[config.mk]
export PLATFORM = sky130hd
export DESIGN_NAME = robot_controller_flat
export DESIGN_NICKNAME = d
export VERILOG_FILES = /design/src/rtl/robot_controller_if.sv /design/src/rtl/robot_controller.sv /design/src/flat_wrapper.sv
export SDC_FILE = /design/constraint.sdc
export NUM_CORES = 1
export LEC_CHECK = 0
export CAP_MARGIN = 0
export CORE_UTILIZATION = 31
export CTS_CLUSTER_DIAMETER = 40
export DETAILED_ROUTE_END_ITERATION = 8
export PLACE_DENSITY = 0.76
export SLEW_MARGIN = 40
export SYNTH_ARGS = -nofsm -noshare
export SYNTH_HDL_FRONTEND = slang
export SYNTH_SLANG_ARGS = --single-unit
[constraint.sdc]
create_clock -name clk -period 1.38 [get_ports clk]
set_input_delay 0.276 -clock clk [delete_from_list [all_inputs] [get_ports clk]]
set_output_delay 0.276 -clock clk [all_outputs]
set_load 0.03 [all_outputs]
[src/rtl/robot_controller_if.sv]
// Sensor, command, timer and motor-action signals between the robot controller and its surroundings.
// The controller connects through the slave modport; the environment drives through the master.
interface robot_controller_if;
  localparam int unsigned CMD_W   = 3;
  localparam int unsigned ACT_W   = 3;
  localparam int unsigned TIMER_W = 27;

  logic               sensor_l;
  logic               sensor_m;
  logic               sensor_r;
  logic [CMD_W-1:0]   c_in;
  logic               received_direction;
  logic [TIMER_W-1:0] controller_timer_in;
  logic               controller_timer_reset;
  logic [ACT_W-1:0]   output_action;
  logic               start_ultrasonic;

  modport master (
    output sensor_l, sensor_m, sensor_r, c_in, received_direction, controller_timer_in,
    input  controller_timer_reset, output_action, start_ultrasonic
  );

  modport slave (
    input  sensor_l, sensor_m, sensor_r, c_in, received_direction, controller_timer_in,
    output controller_timer_reset, output_action, start_ultrasonic
  );
endinterface

[src/rtl/robot_controller.sv]
// Line-following robot controller: accepts one command while idle and runs the manoeuvre to completion.
// Outputs are decoded combinationally from the state, and from the sensors in the line-follow states.
module robot_controller #(
  parameter int unsigned BACK_TIME = 1_000_000
) (
  input logic              clk,
  input logic              reset,
  robot_controller_if.slave bus
);

  localparam int unsigned ACT_W = 3;

  localparam logic [ACT_W-1:0] ACT_STOP        = 3'b000;
  localparam logic [ACT_W-1:0] ACT_FORWARD     = 3'b001;
  localparam logic [ACT_W-1:0] ACT_GENTLE_LEFT = 3'b010;
  localparam logic [ACT_W-1:0] ACT_SHARP_LEFT  = 3'b011;
  localparam logic [ACT_W-1:0] ACT_GENTLE_RGT  = 3'b100;
  localparam logic [ACT_W-1:0] ACT_SHARP_RGT   = 3'b101;
  localparam logic [ACT_W-1:0] ACT_BACKWARD    = 3'b110;

  localparam logic [2:0] CMD_FORWARD  = 3'b001;
  localparam logic [2:0] CMD_RIGHT    = 3'b010;
  localparam logic [2:0] CMD_LEFT     = 3'b011;
  localparam logic [2:0] CMD_TURN180  = 3'b100;
  localparam logic [2:0] CMD_BACKWARD = 3'b101;

  typedef enum logic [3:0] {
    STAND_STILL,
    FWD_0, FWD_1, FWD_2, FWD_3,
    LEFT_0, LEFT_1,
    RIGHT_0, RIGHT_1,
    U_0, U_1, U_2, U_3,
    BACK
  } state_t;

  state_t           r_state;
  state_t           w_next_state;
  logic [2:0]       w_sensors;
  logic [ACT_W-1:0] w_follow;
  logic             w_back_done;

  assign w_sensors   = {bus.sensor_l, bus.sensor_m, bus.sensor_r};
  assign w_back_done = 32'(bus.controller_timer_in) >= BACK_TIME;

  // Steer back toward the line; centred, crossing or lost all mean straight on.
  always_comb begin
    w_follow = ACT_FORWARD;
    case (w_sensors)
      3'b110:  w_follow = ACT_GENTLE_LEFT;
      3'b100:  w_follow = ACT_SHARP_LEFT;
      3'b011:  w_follow = ACT_GENTLE_RGT;
      3'b001:  w_follow = ACT_SHARP_RGT;
      default: w_follow = ACT_FORWARD;
    endcase
  end

  always_ff @(posedge clk) begin
    if (reset) r_state <= STAND_STILL;
    else       r_state <= w_next_state;
  end

  always_comb begin
    w_next_state               = r_state;
    bus.output_action          = ACT_STOP;
    bus.controller_timer_reset = 1'b1;
    bus.start_ultrasonic       = 1'b0;
    case (r_state)
      STAND_STILL: begin
        if (bus.received_direction) begin
          case (bus.c_in)
            CMD_FORWARD:  w_next_state = FWD_0;
            CMD_LEFT:     w_next_state = LEFT_0;
            CMD_RIGHT:    w_next_state = RIGHT_0;
            CMD_TURN180:  w_next_state = U_0;
            CMD_BACKWARD: w_next_state = BACK;
            default:      w_next_state = STAND_STILL;
          endcase
        end
      end
      FWD_0: begin
        bus.output_action    = w_follow;
        bus.start_ultrasonic = 1'b1;
        if (w_sensors == 3'b111) w_next_state = FWD_1;
      end
      // Drive straight over the crossing until it has passed.
      FWD_1: begin
        bus.output_action    = ACT_FORWARD;
        bus.start_ultrasonic = 1'b1;
        if (w_sensors != 3'b111) w_next_state = FWD_2;
      end
      FWD_2: begin
        bus.output_action    = w_follow;
        bus.start_ultrasonic = 1'b1;
        if (w_sensors == 3'b111) w_next_state = FWD_3;
      end
      FWD_3: begin
        bus.output_action    = ACT_STOP;
        bus.start_ultrasonic = 1'b1;
        w_next_state         = STAND_STILL;
      end
      // Turns pivot off the current line, then stop once the middle sensor reacquires a line.
      LEFT_0: begin
        bus.output_action = ACT_SHARP_LEFT;
        if (!bus.sensor_m) w_next_state = LEFT_1;
      end
      LEFT_1: begin
        bus.output_action = ACT_SHARP_LEFT;
        if (bus.sensor_m) w_next_state = STAND_STILL;
      end
      RIGHT_0: begin
        bus.output_action = ACT_SHARP_RGT;
        if (!bus.sensor_m) w_next_state = RIGHT_1;
      end
      RIGHT_1: begin
        bus.output_action = ACT_SHARP_RGT;
        if (bus.sensor_m) w_next_state = STAND_STILL;
      end
      // A U-turn sweeps past the crossing branch before landing on the opposite line.
      U_0: begin
        bus.output_action = ACT_SHARP_RGT;
        if (!bus.sensor_m) w_next_state = U_1;
      end
      U_1: begin
        bus.output_action = ACT_SHARP_RGT;
        if (bus.sensor_m) w_next_state = U_2;
      end
      U_2: begin
        bus.output_action = ACT_SHARP_RGT;
        if (!bus.sensor_m) w_next_state = U_3;
      end
      U_3: begin
        bus.output_action = ACT_SHARP_RGT;
        if (bus.sensor_m) w_next_state = STAND_STILL;
      end
      BACK: begin
        bus.output_action          = ACT_BACKWARD;
        bus.controller_timer_reset = 1'b0;
        if (w_back_done) w_next_state = STAND_STILL;
      end
      default: w_next_state = STAND_STILL;
    endcase
  end

endmodule

[src/flat_wrapper.sv]
// flat-port wrapper written by rule: the top's interface ports become plain ports
module robot_controller_flat 
#(
  parameter int unsigned BACK_TIME = 1_000_000
)
  (clk, reset, bus_sensor_l, bus_sensor_m, bus_sensor_r, bus_c_in, bus_received_direction, bus_controller_timer_in, bus_controller_timer_reset, bus_output_action, bus_start_ultrasonic);
  robot_controller_if bus_i ();
  input logic clk;
  input logic reset;
  input wire logic [$bits(bus_i.sensor_l)-1:0] bus_sensor_l;
  input wire logic [$bits(bus_i.sensor_m)-1:0] bus_sensor_m;
  input wire logic [$bits(bus_i.sensor_r)-1:0] bus_sensor_r;
  input wire logic [$bits(bus_i.c_in)-1:0] bus_c_in;
  input wire logic [$bits(bus_i.received_direction)-1:0] bus_received_direction;
  input wire logic [$bits(bus_i.controller_timer_in)-1:0] bus_controller_timer_in;
  output wire logic [$bits(bus_i.controller_timer_reset)-1:0] bus_controller_timer_reset;
  output wire logic [$bits(bus_i.output_action)-1:0] bus_output_action;
  output wire logic [$bits(bus_i.start_ultrasonic)-1:0] bus_start_ultrasonic;
  assign bus_i.sensor_l = bus_sensor_l;
  assign bus_i.sensor_m = bus_sensor_m;
  assign bus_i.sensor_r = bus_sensor_r;
  assign bus_i.c_in = bus_c_in;
  assign bus_i.received_direction = bus_received_direction;
  assign bus_i.controller_timer_in = bus_controller_timer_in;
  assign bus_controller_timer_reset = bus_i.controller_timer_reset;
  assign bus_output_action = bus_i.output_action;
  assign bus_start_ultrasonic = bus_i.start_ultrasonic;
  robot_controller #(.BACK_TIME(BACK_TIME)) u_core (.clk(clk), .reset(reset), .bus(bus_i));
endmodule
== Yosys cells after proc, flatten, opt, wreduce, memory -nomap -nowiden ==
Cells that the tools add are included.

* Order comparisons: 1
* Equal/unequal tests: 35
* Mux-type cells: 17
* Reduce and logical (&&, ||, !) cells: 7

{| class="wikitable"
|+ Operator list
! operator !! count
|-
| 2-to-1 mux 4 bit || 11
|-
| one-hot mux 4 bit (11 select lines) || 1
|-
| >= comparator 27 x 20 -> 1 bit, second input constant || 1
|-
| equality test 4 bit, second input constant || 6
|-
| one-hot mux 4 bit (5 select lines) || 1
|-
| equality test 4 x 3 -> 1 bit, second input constant || 4
|-
| equality test 3 bit, second input constant || 5
|-
| one-hot mux 3 bit (5 select lines) || 1
|-
| != test 2 bit, second input constant || 6
|-
| one-hot mux 3 bit (4 select lines) || 1
|-
| AND reduction 11 bit || 1
|-
| != test 2 x 1 -> 1 bit, second input constant || 5
|-
| equality test 3 x 2 -> 1 bit, second input constant || 3
|-
| equality test 4 x 2 -> 1 bit, second input constant || 2
|-
| equality test 3 x 1 -> 1 bit, second input constant || 2
|-
| OR reduction 6 bit || 1
|-
| equality test 4 x 1 -> 1 bit, second input constant || 1
|-
| zero test 4 bit || 1
|-
| OR reduction 2 bit || 2
|-
| OR reduction 4 bit || 1
|-
| != test 3 bit, second input constant || 1
|-
| OR reduction 3 bit || 1
|-
| 2-to-1 mux 1 bit || 2
|}

* Flip-flop bits (word level): 4
* Bits of input ports: 36
* Output and inout port bits: 5
* Word-level logic and storage cells: 61

== Logic depth before layout (Yosys ltp) ==
* Depth after elaboration: 4
* Gate-level depth with buffers: 7

== Worst setup path before layout ==
OpenSTA, ideal clock, no wires.

* Path kind: register to output
* Start: reg u_core.r_state[3]
* End: out bus_output_action[1]
* Arrival time: 1503 ps
* Path slack: -399 ps
* Stages on the path, launching flop included: 6
* Path buffers: 2
* Cell sequence: dfxtp_1 -> buf_2 -> buf_1 -> nor3_1 -> a21oi_1 -> o21ai_0

* Cells in the longest elaborated chain, start to end: 3
* Elaborated cells on any way between the ends: 16

{| class="wikitable"
|+ Ends and longest elaborated chain
! element !! RTL line !! source
|-
| start: declaration || robot_controller.sv:36 || <nowiki>state_t r_state;</nowiki>
|-
| start signal: assignment || robot_controller.sv:59 || <nowiki>else r_state <= w_next_state;</nowiki>
|-
| equality test 4 x 3 -> 1 bit, or another cell as far along || robot_controller.sv:67 || <nowiki>case (r_state)</nowiki>
|-
| OR reduction 6 bit (no line) / OR reduction 2 bit (equally long branches) || - ||
|-
| one-hot mux 3 bit (5 select lines) * || robot_controller.sv:67 ||
|-
| end: declaration || flat_wrapper.sv:17 || <nowiki>output wire logic [$bits(bus_i.output_action)-1:0] bus_output_action;</nowiki>
|}

Mark *: on every way between the ends. The rest lies on a longest branch, timed or not.

== Worst setup path in the final report ==
* Start: reg u_core.r_state[1]
* End: reg u_core.r_state[3]

* Cells in the longest elaborated chain, start to end: 4
* Elaborated cells on any way between the ends: 27

{| class="wikitable"
|+ Ends and longest elaborated chain
! element !! RTL line
|-
| equality test 4 x 3 -> 1 bit / equality test 4 bit (equally long branches) || robot_controller.sv:67
|-
| OR reduction 3 bit (no line) || -
|-
| != test 2 x 1 -> 1 bit (no line) || -
|-
| AND reduction 11 bit (no line) || -
|}

Several ways; a longest one is shown, not always the timed one.
A chain may end at the register's enable or synchronous reset.

==> out/qor.yml <==
setup_slack_ps: -243
htree_levels: 1
rr_endpoint: "u_core.r_state[3]$_SDFFE_PP0P_"
row_count: 15
reg2reg_depth: 6
ys_top_cells_by_area: "dfxtp_1 14%, mux2i_1 5.2%, inv_1 3.9%, nor2_1 3.9%, a31oi_4 3.7%"
drive_above_1_share_pct: 51.1
max_stage_delay_ps: 420
pre_cts_ws_ps: -541
yosysTopAreaCell: "dfxtp_1"
top_register: "u_core.r_state"
fin_skew_ps: 3.78
crit_fanout: 5
dr.pass1.iters: 4
grt_pass1_vias: 869
netlist_area_um2: 577
core_area_um2: 1730
place_inst: 157
route.final.wire_length_um: 2470
synthCells: 80
wire_per_inst_um: 14.9
p_leak_nw: 0.630
detailedRoute.firstIterationViolations: 16
drc: 0
syn_nets: 116
synth_top_area_share_pct: 13.9
io_pins: 41
crit_slowest_cell: "or4_4"
hold_viol: 0
hold_path_class: "reg -> reg"
vdd_ir_drop_max_mv: 1.17
cp.required_ps: 1500
p_total_mw: 2.51
crit_top_cell: "buf_6"
setup.worst_path.start: "u_core.r_state[1]$_SDFFE_PP0P_"
die_y_um: 45.1
critPathLaunchType: "flip-flop"
viasPerCell: 5.45
clk_root_buffer_cell: "clkbuf_4"
reg_top3: "u_core.r_state x4"
hpwl_um: 1560
synth.avg_cell_area_um2: 7.21
vias: 904
drtAntennaViolNets: 0
p_per_area_nw_per_um2: 1810
track_usage_pct: 25.7
ys_types: 39
worstHoldStart: "u_core.r_state[3]$_SDFFE_PP0P_"
critPathArrivalTime_ps: 1740
insertion_delay_ps: 230
path_class: "reg -> reg"
grt_max_degree: 8
largest_reg_flops: 4
grt_overflow_total: 0
endpoint: "u_core.r_state[3]$_SDFFE_PP0P_"
syn2layout_area_growth_pct: 141
path_buf_inv: 2
period_needed_ps: 1620
final_cell_mix: "16 x buf_4, 15 x clkdlybuf4s50_1, 15 x buf_6"
antenna-diode-count: 0
initial_core_util_pct: 33.4
period_share_pct: 118
cts.sinks: 4
fillers: 118
cts_tree: "built"
worst_pin_slew_ps: 323
crit_family: "simple AND/OR/NAND/NOR gates"
violations: "setup timing"
r2r_slack_ps: -240
layout_commonest_cell: "buf_4"
yosysWarnings: 0
setup_viol: 8
ys_seq_elements: 4
outcome: "finished with violations"
rsz0062_at_grt: "yes"
clockBufferDepth: 2
r2r_start: "u_core.r_state[1]$_SDFFE_PP0P_"
port_buffers: 34
antenna_found_initial: 0
max_clock_freq_ghz: 0.616
path_clk_slew_ps: 40
slew_violations: 0
dieArea_um2: 2040
die_w_um: 45.1
cts_buffers: 3
ys_seq_area_share_pct: 13.9
maxCapViolCount: 0
path_cells: "buf_6, buf_6, or4_4, a31oi_4, nor3_4, o21ba_1"
cp-end-kind: "flip-flop"
globalplace.congestion: 0.797
slew_headroom_pct: 78.3
grt_pass1_wl_um: 3730
final_cells: 166
cp_num_cells: 6
final_nets: 179
==> how the worst min path moves through the flow <==
stage | to | slack (ps) | cells past startpoint
detailed placement | u_core.r_state[3]$_SDFFE_PP0P_ | 590 | 2
global placement | u_core.r_state[3]$_SDFFE_PP0P_ | 570 | 2
finish | u_core.r_state[3]$_SDFFE_PP0P_ | 620 | 2
floorplan | u_core.r_state[0]$_SDFFE_PP0P_ | 360 | 1
CTS | u_core.r_state[3]$_SDFFE_PP0P_ | 600 | 2
global route | u_core.r_state[3]$_SDFFE_PP0P_ | 650 | 2
==> worst reg2reg max path: stages, from the launching register on <==
cell	delay, ps
dfxtp_2	320
buf_6	120
buf_6	120
or4_4	430
a31oi_4	240
nor3_4	100
o21ba_1	180
==> final cells by class <==
class / count / area [µm²] / share of cell area (%)
repair buffers: 63 / 621 / 44.7
multi-input cells: 65 / 602 / 43.3
flip-flops and latches: 4 / 90.1 / 6.49
well taps: 25 / 31.3 / 2.25
clock buffers: 3 / 22.5 / 1.62
inverters: 6 / 22.5 / 1.62
==> cells in the mapped netlist <==
master / instances
a211o_1: 2
o22ai_1: 1
and2b_1: 1
buf_1: 1
a31oi_1: 3
nand4_1: 1
clkbuf_1: 1
nor3_2: 2
buf_6: 1
dfxtp_1: 4
o31ai_1: 2
nand3b_1: 1
o211ai_1: 2
a21o_2: 1
nor2b_1: 3
nor2_2: 1
a311oi_1: 1
nor3_1: 4
a211oi_1: 2
inv_1: 6
xor2_1: 1
o21ba_1: 1
xnor2_1: 1
nand4b_1: 1
a31oi_4: 1
a21oi_1: 3
and2_2: 1
mux2i_1: 3
o22a_1: 1
or4_4: 1
o21ai_0: 3
nor4_1: 2
o41ai_1: 2
nor2_1: 6
nand2b_1: 3
nand2_1: 5
a32oi_1: 1
nand3_1: 2
buf_2: 2
==> logic make-up (layout without fill, tap and decap cells) <==
family / Yosys count / after routing / synth area share [%]
buffers and inverters: 11 / 72 / 8.89
AO/OA/AOI/OAI: 26 / 26 / 34.9
XOR/XNOR: 2 / 2 / 3.04
multiplexers: 3 / 3 / 5.21
AND/OR/NAND/NOR: 34 / 34 / 34.1
flip-flops: 4 / 4 / 13.9
==> what timing repair did <==
| item | 4_1_cts | 5_1_grt |
|---|---|---|
| hold buffers | 0 | 0 |
| gates cloned | 1 | 0 |
| endpoints found under the setup margin | 9 | 9 |
| pin swaps | 8 | 8 |
| setup buffers | 3 | 3 |
| resized for setup | 41 | 27 |
==> through the flow <==
step	hold slack (ps)	setup TNS, ps	utilization (%)	area (µm²)
floorplan	355	-185	-	618
global placement	566	-2700	64.3	1110
detailed placement	587	-2990	64.3	1110
CTS	596	-1270	74.3	1280
global route	647	-1890	80.4	1390
finish	623	-1370	80.4	1390
==> per-layer routing <==
metal  global-route usage [%]  part of all wire (%)  up-vias
li1                         -                     -      432
met1                     23.9                    35      430
met2                     51.6                    58       38
met3                     5.60                   5.6        4
met4                     12.1                  0.93        0
met5                        0                     0        -
==> report_power, final <==
part           switching, mW  leakage [nW]  internal [mW]
Combinational          0.992         0.581           1.11
Sequential            0.0768        0.0350          0.184
Clock                 0.0479        0.0138         0.0973
Total                   1.12         0.630           1.39
No activity file was read; power rests on OpenSTA's default activity.
